$ cat config.mk
export PLATFORM = sky130hd
export DESIGN_NAME = mem_selftest_seq
export DESIGN_NICKNAME = d
export VERILOG_FILES = /design/src/rtl/mem_selftest_seq_pkg.sv /design/src/rtl/mst_pattern_gen.sv /design/src/rtl/mem_selftest_seq.sv
export SDC_FILE = /design/constraint.sdc
export NUM_CORES = 1
export LEC_CHECK = 0
export ABC_AREA = 1
export BUFFER_PORTS_ARGS = -buffer_cell sky130_fd_sc_hd__buf_4
export CAP_MARGIN = 20
export CORE_ASPECT_RATIO = 1.2
export CORE_UTILIZATION = 53
export CTS_CLUSTER_DIAMETER = 60
export DETAILED_ROUTE_END_ITERATION = 10
export MAX_ROUTING_LAYER = met4
export PLACE_DENSITY = 0.75
export SLEW_MARGIN = 20
export SYNTH_ARGS = -nofsm -noshare
export SYNTH_HDL_FRONTEND = slang
export SYNTH_SLANG_ARGS = --single-unit
$ cat constraint.sdc
create_clock -name sys_clk -period 3.9 [get_ports sys_clk]
set_clock_uncertainty 0.15 [all_clocks]
set_input_delay 0.39 -clock sys_clk [delete_from_list [all_inputs] [get_ports sys_clk]]
set_output_delay 0.39 -clock sys_clk [all_outputs]
set_load 0.1 [all_outputs]
$ cat src/rtl/mem_selftest_seq_pkg.sv
// rtl/mem_selftest_seq_pkg.sv - shared types, pattern modes and LFSR step for the memory self-test sequencer
package mem_selftest_seq_pkg;

  localparam int CPU_ADDR_W = 27;
  localparam int CPU_DATA_W = 32;

  localparam int MODE_ADDR     = 0;
  localparam int MODE_INV_ADDR = 1;
  localparam int MODE_LFSR     = 2;

  typedef struct packed {
    logic [CPU_ADDR_W-1:0] addr;
    logic [CPU_DATA_W-1:0] data;
    logic                  rw;
    logic                  valid;
  } cpu_req_type;

  typedef struct packed {
    logic [CPU_DATA_W-1:0] data;
    logic                  ready;
  } cpu_result_type;

  typedef enum logic [2:0] {
    MST_IDLE,
    MST_WR_REQ,
    MST_WR_WAIT,
    MST_RD_REQ,
    MST_RD_WAIT,
    MST_DONE
  } mst_state_e;

  // Galois form: shift right, fold the polynomial in when a one falls out.
  function automatic logic [31:0] lfsr_next(input logic [31:0] cur, input logic [31:0] poly);
    return (cur >> 1) ^ (cur[0] ? poly : 32'h0);
  endfunction

endpackage

$ cat src/rtl/mst_pattern_gen.sv
// rtl/mst_pattern_gen.sv - word index, address and data pattern source for the self-test sequencer
module mst_pattern_gen
  import mem_selftest_seq_pkg::*;
#(
  parameter int              ADDR_W      = 27,
  parameter int              DATA_W      = 32,
  parameter int              N_WORDS     = 16,
  parameter logic [ADDR_W-1:0] ADDR_BASE = '0,
  parameter int              ADDR_STRIDE = 4,
  parameter int              MODE        = 0,
  parameter logic [31:0]     LFSR_POLY   = 32'h8020_0003,
  parameter logic [31:0]     LFSR_SEED   = 32'h3333_3333,
  localparam int             IDX_W       = (N_WORDS > 1) ? $clog2(N_WORDS) : 1
) (
  input  logic              sys_clk,
  input  logic              rst_n,
  input  logic              load,
  input  logic              step,
  output logic [IDX_W-1:0]  idx,
  output logic [ADDR_W-1:0] addr,
  output logic [DATA_W-1:0] data,
  output logic              last
);

  logic [31:0] lfsr;

  // Address is accumulated rather than multiplied; ADDR_W-bit arithmetic gives the wrap.
  always_ff @(posedge sys_clk or negedge rst_n) begin
    if (!rst_n) begin
      idx  <= '0;
      addr <= ADDR_BASE;
      lfsr <= LFSR_SEED;
    end else if (load) begin
      idx  <= '0;
      addr <= ADDR_BASE;
      lfsr <= LFSR_SEED;
    end else if (step) begin
      idx  <= idx + IDX_W'(1);
      addr <= addr + ADDR_W'(ADDR_STRIDE);
      lfsr <= lfsr_next(lfsr, LFSR_POLY);
    end
  end

  always_comb begin
    data = DATA_W'(addr);
    case (MODE)
      MODE_INV_ADDR: data = ~DATA_W'(addr);
      MODE_LFSR:     data = DATA_W'(lfsr);
      default:       data = DATA_W'(addr);
    endcase
  end

  assign last = (idx == IDX_W'(N_WORDS - 1));

endmodule

$ cat src/rtl/mem_selftest_seq.sv
// rtl/mem_selftest_seq.sv - start/done memory exerciser: writes N_WORDS patterns, reads back and scores
module mem_selftest_seq
  import mem_selftest_seq_pkg::*;
#(
  parameter int                ADDR_W      = 27,
  parameter int                DATA_W      = 32,
  parameter int                N_WORDS     = 16,
  parameter logic [ADDR_W-1:0] ADDR_BASE   = '0,
  parameter int                ADDR_STRIDE = 4,
  parameter int                MODE        = 0,
  parameter logic [31:0]       LFSR_POLY   = 32'h8020_0003,
  parameter logic [31:0]       LFSR_SEED   = 32'h3333_3333,
  parameter int                TIMEOUT_CYC = 1024,
  localparam int               IDX_W       = (N_WORDS > 1) ? $clog2(N_WORDS) : 1,
  localparam int               CNT_W       = $clog2(N_WORDS + 1)
) (
  input  logic              sys_clk,
  input  logic              rst_n,
  input  logic              start,
  output logic [ADDR_W-1:0] req_addr,
  output logic [DATA_W-1:0] req_data,
  output logic              req_rw,
  output logic              req_valid,
  input  logic [DATA_W-1:0] rsp_data,
  input  logic              rsp_ready,
  output logic              busy,
  output logic              done,
  output logic              pass,
  output logic              timeout,
  output logic [CNT_W-1:0]  err_count,
  output logic [IDX_W-1:0]  first_err_idx,
  output logic [DATA_W-1:0] first_err_data,
  output logic              proto_err
);

  localparam int TO_W = $clog2(TIMEOUT_CYC + 1);

  mst_state_e        state;
  logic [TO_W-1:0]   wait_cnt;
  logic [IDX_W-1:0]  gen_idx;
  logic [ADDR_W-1:0] gen_addr;
  logic [DATA_W-1:0] gen_data;
  logic              gen_last;
  logic              gen_load;
  logic              gen_step;
  logic              in_wait;
  logic              expired;
  logic              mismatch;

  assign in_wait  = (state == MST_WR_WAIT) || (state == MST_RD_WAIT);
  assign expired  = (wait_cnt == TO_W'(TIMEOUT_CYC - 1));
  assign mismatch = (rsp_data != gen_data);
  assign gen_load = ((state == MST_IDLE) && start) || ((state == MST_WR_WAIT) && rsp_ready && gen_last);
  assign gen_step = in_wait && rsp_ready && !gen_last;

  mst_pattern_gen #(
    .ADDR_W     (ADDR_W),
    .DATA_W     (DATA_W),
    .N_WORDS    (N_WORDS),
    .ADDR_BASE  (ADDR_BASE),
    .ADDR_STRIDE(ADDR_STRIDE),
    .MODE       (MODE),
    .LFSR_POLY  (LFSR_POLY),
    .LFSR_SEED  (LFSR_SEED)
  ) u_gen (
    .sys_clk(sys_clk),
    .rst_n  (rst_n),
    .load   (gen_load),
    .step   (gen_step),
    .idx    (gen_idx),
    .addr   (gen_addr),
    .data   (gen_data),
    .last   (gen_last)
  );

  always_ff @(posedge sys_clk or negedge rst_n) begin
    if (!rst_n) begin
      state          <= MST_IDLE;
      wait_cnt       <= '0;
      req_addr       <= '0;
      req_data       <= '0;
      req_rw         <= 1'b0;
      req_valid      <= 1'b0;
      busy           <= 1'b0;
      done           <= 1'b0;
      pass           <= 1'b0;
      timeout        <= 1'b0;
      err_count      <= '0;
      first_err_idx  <= '0;
      first_err_data <= '0;
      proto_err      <= 1'b0;
    end else begin
      case (state)
        MST_IDLE: begin
          if (start) begin
            done           <= 1'b0;
            pass           <= 1'b0;
            timeout        <= 1'b0;
            err_count      <= '0;
            first_err_idx  <= '0;
            first_err_data <= '0;
            proto_err      <= 1'b0;
            busy           <= 1'b1;
            state          <= MST_WR_REQ;
          end
        end
        MST_WR_REQ, MST_RD_REQ: begin
          req_valid <= 1'b1;
          req_addr  <= gen_addr;
          req_data  <= gen_data;
          req_rw    <= (state == MST_WR_REQ);
          wait_cnt  <= '0;
          state     <= (state == MST_WR_REQ) ? MST_WR_WAIT : MST_RD_WAIT;
        end
        MST_WR_WAIT, MST_RD_WAIT: begin
          // A response on the expiry cycle is checked first, so it beats the timeout.
          if (rsp_ready) begin
            req_valid <= 1'b0;
            if (state == MST_RD_WAIT && mismatch) begin
              if (err_count != CNT_W'(N_WORDS)) err_count <= err_count + CNT_W'(1);
              if (err_count == '0) begin
                first_err_idx  <= gen_idx;
                first_err_data <= rsp_data;
              end
            end
            if (!gen_last) begin
              state <= (state == MST_WR_WAIT) ? MST_WR_REQ : MST_RD_REQ;
            end else if (state == MST_WR_WAIT) begin
              state <= MST_RD_REQ;
            end else begin
              busy  <= 1'b0;
              done  <= 1'b1;
              pass  <= !mismatch && (err_count == '0);
              state <= MST_DONE;
            end
          end else if (expired) begin
            req_valid <= 1'b0;
            timeout   <= 1'b1;
            busy      <= 1'b0;
            done      <= 1'b1;
            pass      <= 1'b0;
            state     <= MST_DONE;
          end else begin
            wait_cnt <= wait_cnt + TO_W'(1);
          end
        end
        MST_DONE: state <= MST_IDLE;
        default:  state <= MST_IDLE;
      endcase
      if (rsp_ready && !in_wait) proto_err <= 1'b1;
    end
  end

endmodule

---- After elaboration in Yosys (flattened, before gate mapping) ----
Cells that the tools add are included.
word-level totals
  input bits .............................. 36
  flip-flop bits (word level) ............. 120
  output and inout bits ................... 107
  logic and storage cells ................. 120
cells by class
  reduce and logical (&&, ||, !) cells .... 30
  eq/ne operators ......................... 19
  multiplexer cells ....................... 52
  $add $sub $neg .......................... 4
operators with widths
  operator                                                                 count
  32-bit 2-to-1 mux                                                        4
  32-bit case mux with 2 select lines                                      1
  27-bit 2-to-1 mux                                                        2
  32-bit by 27-bit inequality test with 1-bit output                       1
  27-bit by 3-bit adder with 27-bit output, second input constant          1
  4-bit 2-to-1 mux                                                         6
  11-bit 2-to-1 mux                                                        2
  11-bit case mux with 2 select lines                                      1
  5-bit 2-to-1 mux                                                         4
  3-bit 2-to-1 mux                                                         6
  1-bit 2-to-1 mux                                                         17
  2-bit inequality test, second input constant                             8
  5-bit AND reduction                                                      3
  11-bit by 1-bit adder with 11-bit output, second input constant          1
  11-bit by 10-bit equality test with 1-bit output, second input constant  1
  1-bit case mux with 2 select lines                                       5
  5-bit case mux with 2 select lines                                       1
  2-bit nonzero test                                                       5
  3-bit inequality test, second input constant                             3
  3-bit case mux with 3 select lines                                       1
  1-bit logical AND                                                        8
  4-bit case mux with 2 select lines                                       1
  3-bit by 2-bit equality test with 1-bit output, second input constant    2
  2-bit AND reduction                                                      3
  other kinds (14)                                                         18

---- Logic depth before layout (Yosys ltp) ----
Gate-level depths: netlist of run 1.
  depth after elaboration ................. 7
  depth in mapped cells ................... 14

---- Modules after synthesis ----
From an unflattened synthesis of run 1, not the netlist that was laid out.
second synthesis, totals
  cells, all modules ...................... 1,020
  area, all modules ....................... 7,751.2 µm²
by module, submodules not included
  module            area each (µm²)  seq. area each (µm²)  times used  cells each
  mem_selftest_seq  5,845.6          3,027.9               1           747
  mst_pattern_gen   1,905.6          725.7                 1           273

---- Least setup slack after synthesis of run 1 ----
Ideal clock, no wire load.
  path kind ............................... reg-to-reg
  start ................................... reg err_count[0]
  end ..................................... reg first_err_data[0]
  clock period less this slack ............ 2,505 ps
  stages on the path, launching flop included .. 11
  arrival ................................. 2,233 ps
  path slack .............................. 1,395 ps
  library setup time ...................... 122 ps
  required time ........................... 3,628 ps
  path through ............................ dfrtp_1 -> inv_1 -> ha_1 -> inv_1 -> nor4_1 -> inv_1 -> a211oi_4 -> nand2_2 -> buf_2 -> nand2_1 -> nand2_1
between the ends
  longest elaborated chain between the ends .. 3
RTL lines
  item                                    RTL line                 text
  start: declaration                      mem_selftest_seq.sv:30   output logic [CNT_W-1:0] err_count,
  start signal: assignment                mem_selftest_seq.sv:120  if (err_count != CNT_W'(N_WORDS)) err_count <= err_count + CNT_W'(1);
  5-bit logical NOT                       mem_selftest_seq.sv:121  if (err_count == '0) begin
  2-bit inequality test (no source line)  --
  5-bit AND reduction (no source line)    --
  end signal: assignment                  mem_selftest_seq.sv:123  first_err_data <= rsp_data;
  end: declaration                        mem_selftest_seq.sv:32   output logic [DATA_W-1:0] first_err_data,
No other way between the ends.
A chain may end at the register's enable or synchronous reset.

---- Final worst setup path of run 1 ----
  start ................................... reg state[1]
  end ..................................... reg u_gen.addr[15]
between the ends
  longest elaborated chain between the ends .. 5
RTL lines
  item                                                                                   RTL line                                        text
  start: declaration                                                                     mem_selftest_seq.sv:38                          mst_state_e state;
  start signal: assignment                                                               mem_selftest_seq.sv:113                         state <= (state == MST_WR_REQ) ? MST_WR_WAIT : MST_RD_WAIT;
  start signal: assignment                                                               mem_selftest_seq.sv:127                         state <= (state == MST_WR_WAIT) ? MST_WR_REQ : MST_RD_REQ;
  3-bit by 2-bit equality test with 1-bit output or 3-bit equality test (tied branches)  mem_selftest_seq.sv:50, mem_selftest_seq.sv:53
  1-bit logical AND or 1-bit logical OR (tied branches)                                  mem_selftest_seq.sv:53, mem_selftest_seq.sv:50
  1-bit logical AND (on tied branches)                                                   mem_selftest_seq.sv:53, mem_selftest_seq.sv:54
  1-bit logical OR or 1-bit logical AND (tied branches)                                  mem_selftest_seq.sv:53, mem_selftest_seq.sv:54
  27-bit 2-to-1 mux or 2-bit nonzero test (tied branches)                                --
  end signal: assignment                                                                 mst_pattern_gen.sv:39                           addr <= addr + ADDR_W'(ADDR_STRIDE);
  end: declaration                                                                       mst_pattern_gen.sv:20                           output logic [ADDR_W-1:0] addr,
Parallel ways exist; a longest one is shown, timed or not.

==> impl_metrics.json, run 1 <==
{
  "cts_setup_buffers": 0,
  "netlist_area_um2": 6430,
  "rows": 43,
  "numCtsBuffers": 17,
  "hold_class": "in2reg",
  "grt_pass1_wl_um": 27200,
  "p_sw_mw": 3.331,
  "post-route-min-period_ns": 3.020,
  "r2r_slack_ns": 0.88,
  "cts_buffer_depth": 2,
  "finalMaxSlewViolations": 0,
  "ys_types": 32,
  "vias": 5990,
  "critPathCapture": "u_gen.addr[15]",
  "h-tree-depth": 4,
  "post_cts_resized": 0,
  "place.gp.congestion": 1.005,
  "dieArea_um2": 12580,
  "overflow": 0,
  "clk_latency_ns": 0.41,
  "setup.worst_path.end_class": "flip-flop",
  "clockPowerShare_pct": 24.6,
  "power.internal_mw": 3.102,
  "grt_max_degree": 117,
  "final_cell_mix": "304 x nand2_1, 136 x buf_4, 116 x dfrtp_1",
  "synthAdderAreaFrac_pct": 1.168,
  "clockRootBuffer": "clkbuf_16",
  "cp-startpoint": "state[1]",
  "ctsHoldBuffers": 1,
  "synth_top_family_by_area": "simple AND/OR/NAND/NOR gates",
  "start_util_pct": 55.07,
  "syn-mean-instance-area_um2": 7.332,
  "route.detailed.drc": 0,
  "wl_per_cell_um": 14.58,
  "antennaDiodeCount": 0,
  "synth_compound_area_share_pct": 5.935,
  "area_growth_pct": 23.62,
  "first_pass_iters": 5,
  "drt-total-wl_um": 16800,
  "critical_path.max_fanout": 21,
  "clk_pin_slew_ns": 0.05,
  "p_sw_share_pct": 51.78,
  "clock.fmax_mhz": 331.1,
  "grt_pass1_vias": 5608,
  "arrival_ns": 3.19,
  "port_buffers": 133,
  "run_status": "complete, no violations",
  "dp_hpwl_um": 12040,
  "setup_viol": 0,
  "coreArea_um2": 11670,
  "num_io_pins": 143,
  "combPwrFrac_pct": 50.0,
  "first_iter_violations": 424,
  "reg2reg_depth": 10,
  "period_share_pct": 77.44,
  "die-height_um": 122.7,
  "relSlewSlack_pct": 34.66,
  "ys_warn_count": 0,
  "cts_tree": "built",
  "r2r_end": "u_gen.addr[15]",
  "antenna_found_initial": 0,
  "drv_cap": 0,
  "synth_xor_area_share_pct": 3.678,
  "rsz0062_at_grt": "no",
  "power_leakage_nw": 4.117,
  "vias_per_cell": 5.200,
  "tns_ns": 0,
  "multiInputGateArea_um2": 2890,
  "drt.antenna.violating_nets": 0,
  "total_power_mw": 6.433,
  "ff_latch_area_um2": 2903,
  "hold_violations": 0,
  "final_common_cell": "nand2_1",
  "worst_slew_pin_slew_ns": 0.9765,
  "nFillCells": 1038,
  "path_class": "reg2reg",
  "die_w_um": 102.6,
  "sequentialPowerShare_pct": 25.4,
  "nets": 1025,
  "startpoint_type": "flip-flop",
  "grtUsageTotal_pct": 29.42,
  "ys_ff_latch": 116,
  "clkSinkCount": 116,
  "ys_seq_area_share_pct": 45.14,
  "power_density_nw_per_um2": 809.3,
  "crit_required_ns": 4.07,
  "muxShareOfSynthArea_pct": 0,
  "whs_path_depth": 4,
  "synthCells": 877,
  "rr_startpoint": "state[1]",
  "ir_drop_mv": 0.6419,
  "synth_simple_gate_area_share_pct": 33.64,
  "drive_gt1_share_pct": 18.29
}
==> area by class of cell <==
class	count	share of cell area, %
flip-flops and latches	116	36.52
clock buffers	21	5.918
multi-input cells	628	36.36
clock inverters	10	1.637
well taps	157	2.471
repair buffers	138	13.22
inverters	82	3.872
==> synthesized netlist by cell type, drive strengths merged <==
master  number  area, um2
a211oi       1      20.02
a21boi       1      7.510
a21oi        9      45.04
a41oi        1      8.760
buf         44      302.8
clkbuf      15      56.30
conb         1      3.750
dfrtp      116       2903
ha           6      75.07
inv         82      307.8
nand2      305       1147
nand3       56      285.3
nand3b      16      120.1
nand4       16      100.1
nor2       102      395.4
nor3        15      75.07
nor3b        2      15.01
nor4         3      18.77
o21a         2      15.01
o21ai       54      270.3
o31ai        2      15.01
or2          1      6.260
xnor2       16      140.1
xor2        11      96.34
==> stage by stage <==
| stage | cells | utilization, % | worst slack (ns) | hold WS (ns) | area [um2] |
|---|---|---|---|---|---|
| 2_1_floorplan | 885 | - | 1.395 | -0.05559 | 6460 |
| 3_3_place_gp | 1120 | 62.86 | 1.017 | 0.3076 | 7338 |
| 3_5_place_dp | 1120 | 62.86 | 0.9521 | 0.3097 | 7338 |
| 4_1_cts | 1152 | 68.08 | 0.9389 | 0.1568 | 7949 |
| 5_1_grt | 1152 | 68.08 | 0.5688 | 0.1769 | 7949 |
| 6_report | 1152 | 68.08 | 0.8798 | 0.1741 | 7949 |
==> kinds of logic after synthesis <==
family,Yosys count
AOI/OAI and AO/OA,70
xor gates and xnor gates,27
and+or+nand+nor,516
DFF,116
adders and majority gates,6
other,1
buffers and inverters,141
==> flip-flops by register name, indices dropped and copies added (netlist names) <==
register,flops
busy,1
done,1
err_count,5
first_err_data,32
first_err_idx,4
pass,1
proto_err,1
req_addr,25
req_rw,1
req_valid,1
state,3
timeout,1
u_gen.addr,25
u_gen.idx,4
wait_cnt,11
==> power by group through the flow <==
| stage | combinational (mW) | clock (mW) | sequential (mW) |
|---|---|---|---|
| 6_report | 3.21 | 1.58 | 1.64 |
| 5_1_grt | 3.44 | 1.65 | 1.66 |
| 4_1_cts | 3.22 | 1.60 | 1.63 |
| 3_5_place_dp | 3.21 | 0 | 1.65 |
| 3_3_place_gp | 3.18 | 0 | 1.65 |
| 2_1_floorplan | 1.40 | 0 | 2.82 |
==> metal layers <==
layer  global-route usage [%]  routed length [um]  vias to the layer above  part of all wire, %
li1                         -                   -                     2939                    -
met1                    36.38                7061                     2786                   42
met2                    47.08                8302                      219                   49
met3                    5.467                 931                       46                  5.5
met4                    12.41                 500                        0                  3.0
met5                        -                   0                        -                    0
==> critical path, stage by stage, from the launching register on <==
cell and delay (ns):
dfrtp_1 0.42, inv_2 0.07, nand2_1 0.09, nor2_2 0.17, nor2_4 0.12, nor2_1 0.76, nor2_2 0.22, inv_2 0.35
nand2_1 0.19, o21ai_0 0.17, nor3b_1 0.21
==> how the worst min path moves through the flow <==
stage                        from                 end  slack [ns]
2_1_floorplan               rst_n                busy       -0.06
3_3_place_gp   first_err_data[27]  first_err_data[27]        0.31
3_5_place_dp     first_err_idx[1]    first_err_idx[1]        0.31
4_1_cts                     start                busy        0.16
5_1_grt              rsp_data[17]  first_err_data[17]        0.18
6_report             rsp_data[31]  first_err_data[31]        0.17
Note: power is estimated with default switching activity, not from simulation.
==> run 2, diff against run 1 <==
CORE_UTILIZATION = 50   (was 53)
PLACE_DENSITY = 0.74   (was 0.75)
clock period = 2.73 ns   (was 3.9 ns; I/O delays follow)
==> run 2 against run 1 <==
Non-clock buffer count is 10 higher. Global-route usage is 2.0 points lower. Total power is 45% higher. Critical endpoint is now u_gen.addr[9]. Largest power group unchanged.
==> impl_metrics.json, run 2 (same netlist as run 1, synthesis figures left out) <==
{
  "run_status": "complete, no violations",
  "final.setup.worst_slack_ns": 0.2868,
  "drive_gt1_share_pct": 18.79,
  "top_register": "first_err_data",
  "drt-total-wl_um": 17170,
  "ir_drop_mv": 0.9868,
  "dieArea_um2": 13320,
  "start_util_pct": 50.98,
  "place.gp.congestion": 0.9086,
  "path_class": "reg2reg",
  "clockRootBuffer": "clkbuf_16",
  "hold_violations": 0,
  "cts_buffer_depth": 2,
  "port_buffers": 133,
  "final_common_cell": "nand2_1",
  "grt_pass1_vias": 5626,
  "die_w_um": 105.5,
  "die-height_um": 126.2,
  "wl_per_cell_um": 14.68,
  "cts_setup_buffers": 0,
  "rsz0062_at_grt": "no",
  "setup.worst_path.end_class": "flip-flop",
  "antennaDiodeCount": 0,
  "drv_cap": 0,
  "critPathSlowestCell": "dfrtp_1",
  "num_io_pins": 143,
  "hold_class": "in2reg",
  "path_buf_inv": 2,
  "first_pass_iters": 5,
  "clkSinkCount": 116,
  "largest_reg_flops": 32,
  "h-tree-depth": 4,
  "final_area_um2": 8041,
  "period_share_pct": 89.49,
  "post-route-min-period_ns": 2.443,
  "tns_ns": 0,
  "nets": 1035,
  "power_density_nw_per_um2": 1162,
  "area_growth_pct": 25.06,
  "vias_per_cell": 5.092,
  "critical-path-top-delay-family": "simple AND/OR/NAND/NOR gates",
  "route.detailed.drc": 0,
  "max_stage_delay_ns": 0.42,
  "hold_ws_ns": 0.04010,
  "cts_tree": "built",
  "pre_cts_slack_ns": 0.3225,
  "post_cts_resized": 0,
  "clock.fmax_mhz": 409.3,
  "final_cell_mix": "304 x nand2_1, 146 x buf_4, 116 x dfrtp_1",
  "ctsHoldBuffers": 1,
  "total_power_mw": 9.348,
  "path_common_cell": "nand2_1",
  "startpoint_type": "flip-flop",
  "overflow": 0,
  "power_leakage_nw": 4.165,
  "rows": 45,
  "biggestRegsByFlops": "first_err_data x32, req_addr x25, u_gen.addr x25",
  "clk_pin_slew_ns": 0.05,
  "relSlewSlack_pct": 54.44,
  "critical_path_depth": 11,
  "setup_viol": 0,
  "dp_hpwl_um": 12610,
  "coreArea_um2": 12610,
  "grt_max_degree": 49,
  "grt_pass1_wl_um": 27430,
  "finalMaxSlewViolations": 0,
  "drt.antenna.violating_nets": 0,
  "worstPathCellList": "inv_2 > nand2_1 > nor2_2 > nor2_4 > nor2_1 > nor2_2 > inv_2 > nand2_1 > nor2_1 > nand2_1 > a21oi_1",
  "crit_required_ns": 2.91,
  "dpl-instance-area_um2": 7422,
  "nFillCells": 1159,
  "antenna_found_initial": 0,
  "grtUsageTotal_pct": 27.38,
  "critical_path.max_fanout": 17,
  "worst_slew_pin_slew_ns": 0.6810,
  "vias": 5958,
  "clk_latency_ns": 0.41,
  "numCtsBuffers": 17,
  "arrival_ns": 2.62,
  "first_iter_violations": 332,
  "whs_path_depth": 3,
  "reg2reg_depth": 11
}
-- run 2: routing by layer --
metal | vias to the layer above | global-route usage (%) | share of wire, %
li1 | 2963 | - | -
met1 | 2766 | 32.59 | 42
met2 | 188 | 45.78 | 50
met5 | - | - | 0
met3 | 41 | 5.176 | 5.6
met4 | 0 | 10.95 | 2.7
-- run 2: path summary, 6_finish.rpt --
check                                        start                  to  slack, ns
worst max register to register            state[1]       u_gen.addr[9]       0.29
worst min-delay path                         start                busy       0.04
worst min register to register  first_err_data[13]  first_err_data[13]       0.32
min in group asynchronous                    rst_n        req_addr[24]       0.24
worst max-delay path                      state[1]       u_gen.addr[9]       0.29
max in group asynchronous                    rst_n         wait_cnt[0]       1.51
-- run 2: power breakdown --
group / total, mW / switching [mW] / leakage (nW) / internal (mW)
Clock: 2.32 / 0.778 / 0.294 / 1.54
Sequential: 2.33 / 0.277 / 1.58 / 2.06
Combinational: 4.69 / 3.74 / 2.29 / 0.947
Total: 9.35 / 4.80 / 4.17 / 4.55
-- run 2: through the flow --
| step | cells | utilization [%] |
|---|---|---|
| after floorplan | 885 | - |
| after global placement | 1137 | 58.85 |
| after detailed placement | 1137 | 58.85 |
| after CTS | 1170 | 63.76 |
| after global routing | 1170 | 63.76 |
| final | 1170 | 63.76 |
-- run 2: area by class of cell --
type                    count  area, um2  area share, %
flip-flops and latches    116       2903          36.10
multi-input cells         628       2890          35.94
repair buffers            148       1126          14.00
clock buffers              22      454.2          5.648
inverters                  82      307.8          3.828
well taps                 164      205.2          2.552
clock inverters            10      155.1          1.929
-- run 2: worst reg2reg max path, delay by kind of cell, from the launching register on --
family | cells | cell delay, ns
compound gates | 1 | 0.15
flops | 1 | 0.42
buf+inv | 2 | 0.34
simple gates | 8 | 1.31
==> run 3, diff against run 2 <==
CORE_MARGIN = 3   (was default)
CTS_CLUSTER_DIAMETER = default   (was 60)
==> run 3 against run 2 <==
Maximum frequency grew 2.2%. Critical endpoint is now pass. Critical path depth grew 1. Highest routed layer unchanged. Via count grew 0.12%. Clock power grew 2%.
==> impl_metrics.json, run 3 (same netlist as run 1, synthesis figures left out) <==
{
  "run_status": "complete, no violations",
  "setup_viol": 0,
  "port_buffers": 133,
  "arrival_ns": 2.54,
  "tns_ns": 0,
  "worstPathCellList": "ha_1 > nand2_1 > nor2_1 > nand3_1 > nor2_1 > nand4_1 > nand3_1 > inv_1 > nor2_1 > inv_1 > nand2_1 > nand2_1",
  "finalMaxSlewViolations": 0,
  "coreArea_um2": 12330,
  "numCtsBuffers": 17,
  "met1_usage_pct": 31.45,
  "grt_pass1_vias": 5925,
  "dieArea_um2": 14260,
  "critical_path.max_fanout": 5,
  "vias": 5965,
  "grtUsageMet2_pct": 43.51,
  "place.gp.congestion": 0.9344,
  "cts_buffer_depth": 2,
  "rsz0062_at_grt": "no",
  "hold_ws_ns": 0.03776,
  "ir_drop_mv": 0.8400,
  "clk_pin_slew_ns": 0.05,
  "num_io_pins": 143,
  "setup.worst_path.end_class": "flip-flop",
  "route.detailed.drc": 0,
  "final_common_cell": "nand2_1",
  "clkSinkCount": 116,
  "busiest_layer": "met2",
  "hold_violations": 0,
  "startpoint_type": "flip-flop",
  "gr-usage-met3_pct": 5.096,
  "die-height_um": 130.2,
  "first_pass_iters": 6,
  "period_share_pct": 87.55,
  "grt_max_degree": 50,
  "vias_per_cell": 5.116,
  "h-tree-depth": 4,
  "nets": 1034,
  "antennaDiodeCount": 0,
  "hold_class": "in2reg",
  "die_w_um": 109.5,
  "grt_pass1_wl_um": 28670,
  "start_util_pct": 52.14,
  "drt-total-wl_um": 17480,
  "relSlewSlack_pct": 57.75,
  "first_iter_violations": 401,
  "clockRootBuffer": "clkbuf_16",
  "overflow": 0,
  "path_class": "reg2reg",
  "drt.antenna.violating_nets": 0,
  "worst_slew_pin_slew_ns": 0.6295,
  "dp.cells": 1133,
  "clk_latency_ns": 0.41,
  "finalNonFillerCells": 1166,
  "largest_reg_flops": 32,
  "drv_cap": 0,
  "max_stage_delay_ns": 0.40,
  "post-route-min-period_ns": 2.390,
  "critPathSlowestCell": "dfrtp_1",
  "cts_tree": "built",
  "cts_setup_buffers": 0,
  "wl_per_cell_um": 14.99,
  "crit_required_ns": 2.88,
  "clock.fmax_mhz": 418.4,
  "power_density_nw_per_um2": 1173,
  "grtUsageTotal_pct": 26.36,
  "antenna_found_initial": 0,
  "area_growth_pct": 25.18,
  "biggestRegsByFlops": "first_err_data x32, req_addr x25, u_gen.addr x25",
  "rows": 44,
  "final_cell_mix": "304 x nand2_1, 145 x buf_4, 116 x dfrtp_1",
  "drive_gt1_share_pct": 18.81,
  "top_register": "first_err_data",
  "power_leakage_nw": 4.170,
  "dp_hpwl_um": 12960
}
-- run 3: changes by cell type in the layout (fill, tap and decap cells not counted), sizes merged --
| cell | previous run | this run |
|---|---|---|
| buf | 147 | 146 |
| clkinv | 4 | 3 |
| clkbuf | 22 | 23 |
-- run 3: path summary, 6_finish.rpt --
check / from / to / slack, ns / depth (start not counted)
worst max-delay path: wait_cnt[0] / pass / 0.34 / 12
worst min-delay path: start / busy / 0.04 / 3
worst max register to register: wait_cnt[0] / pass / 0.34 / 12
worst min register to register: first_err_data[13] / first_err_data[13] / 0.32 / 2
max in group asynchronous: rst_n / first_err_data[1] / 1.41 / 3
min in group asynchronous: rst_n / req_addr[15] / 0.28 / 2
-- run 3: per-stage QoR --
stage               utilization, %  instance area [um2]  total power [mW]  setup slack, ns
floorplan                        -                 6460             6.024           0.2253
global placement             60.10                 7411             7.038           0.4325
detailed placement           60.10                 7411             7.091           0.3930
CTS                          65.27                 8049             9.468           0.3889
global route                 65.27                 8049             9.914          0.05697
finish                       65.27                 8049             9.441           0.3399
-- run 3: cell type report --
cell class	count	area, um2
multi-input combinational	628	2890
inverter	82	307.8
tap	161	201.4
fill	1149	4283
timing repair buffer	147	1119
clock buffer	23	478.0
clock inverter	9	150.1
sequential	116	2903
-- run 3: critical path: cells and delay by family, from the launching register on --
family	cells	cell delay, ns
buf+inv	2	0.24
flops	1	0.40
simple gates	9	1.32
fa+ha+maj	1	0.18
-- run 3: power by group --
| part | switching, mW | internal, mW |
|---|---|---|
| Clock | 0.780 | 1.60 |
| Sequential | 0.276 | 2.06 |
| Combinational | 3.77 | 0.963 |
| Total | 4.83 | 4.62 |
-- run 3: metal layers --
metal	part of all wire, %	up-vias	wire length (um)
li1	-	2961	-
met1	41	2774	7108
met2	51	189	8886
met3	5.6	41	980
met4	2.9	0	507
met5	0	-	0
-- run 3: timing repair --
action                    4_1_cts  5_1_grt
resized for setup               0        0
hold buffers                    1        0
hold endpoints to repair       45        0
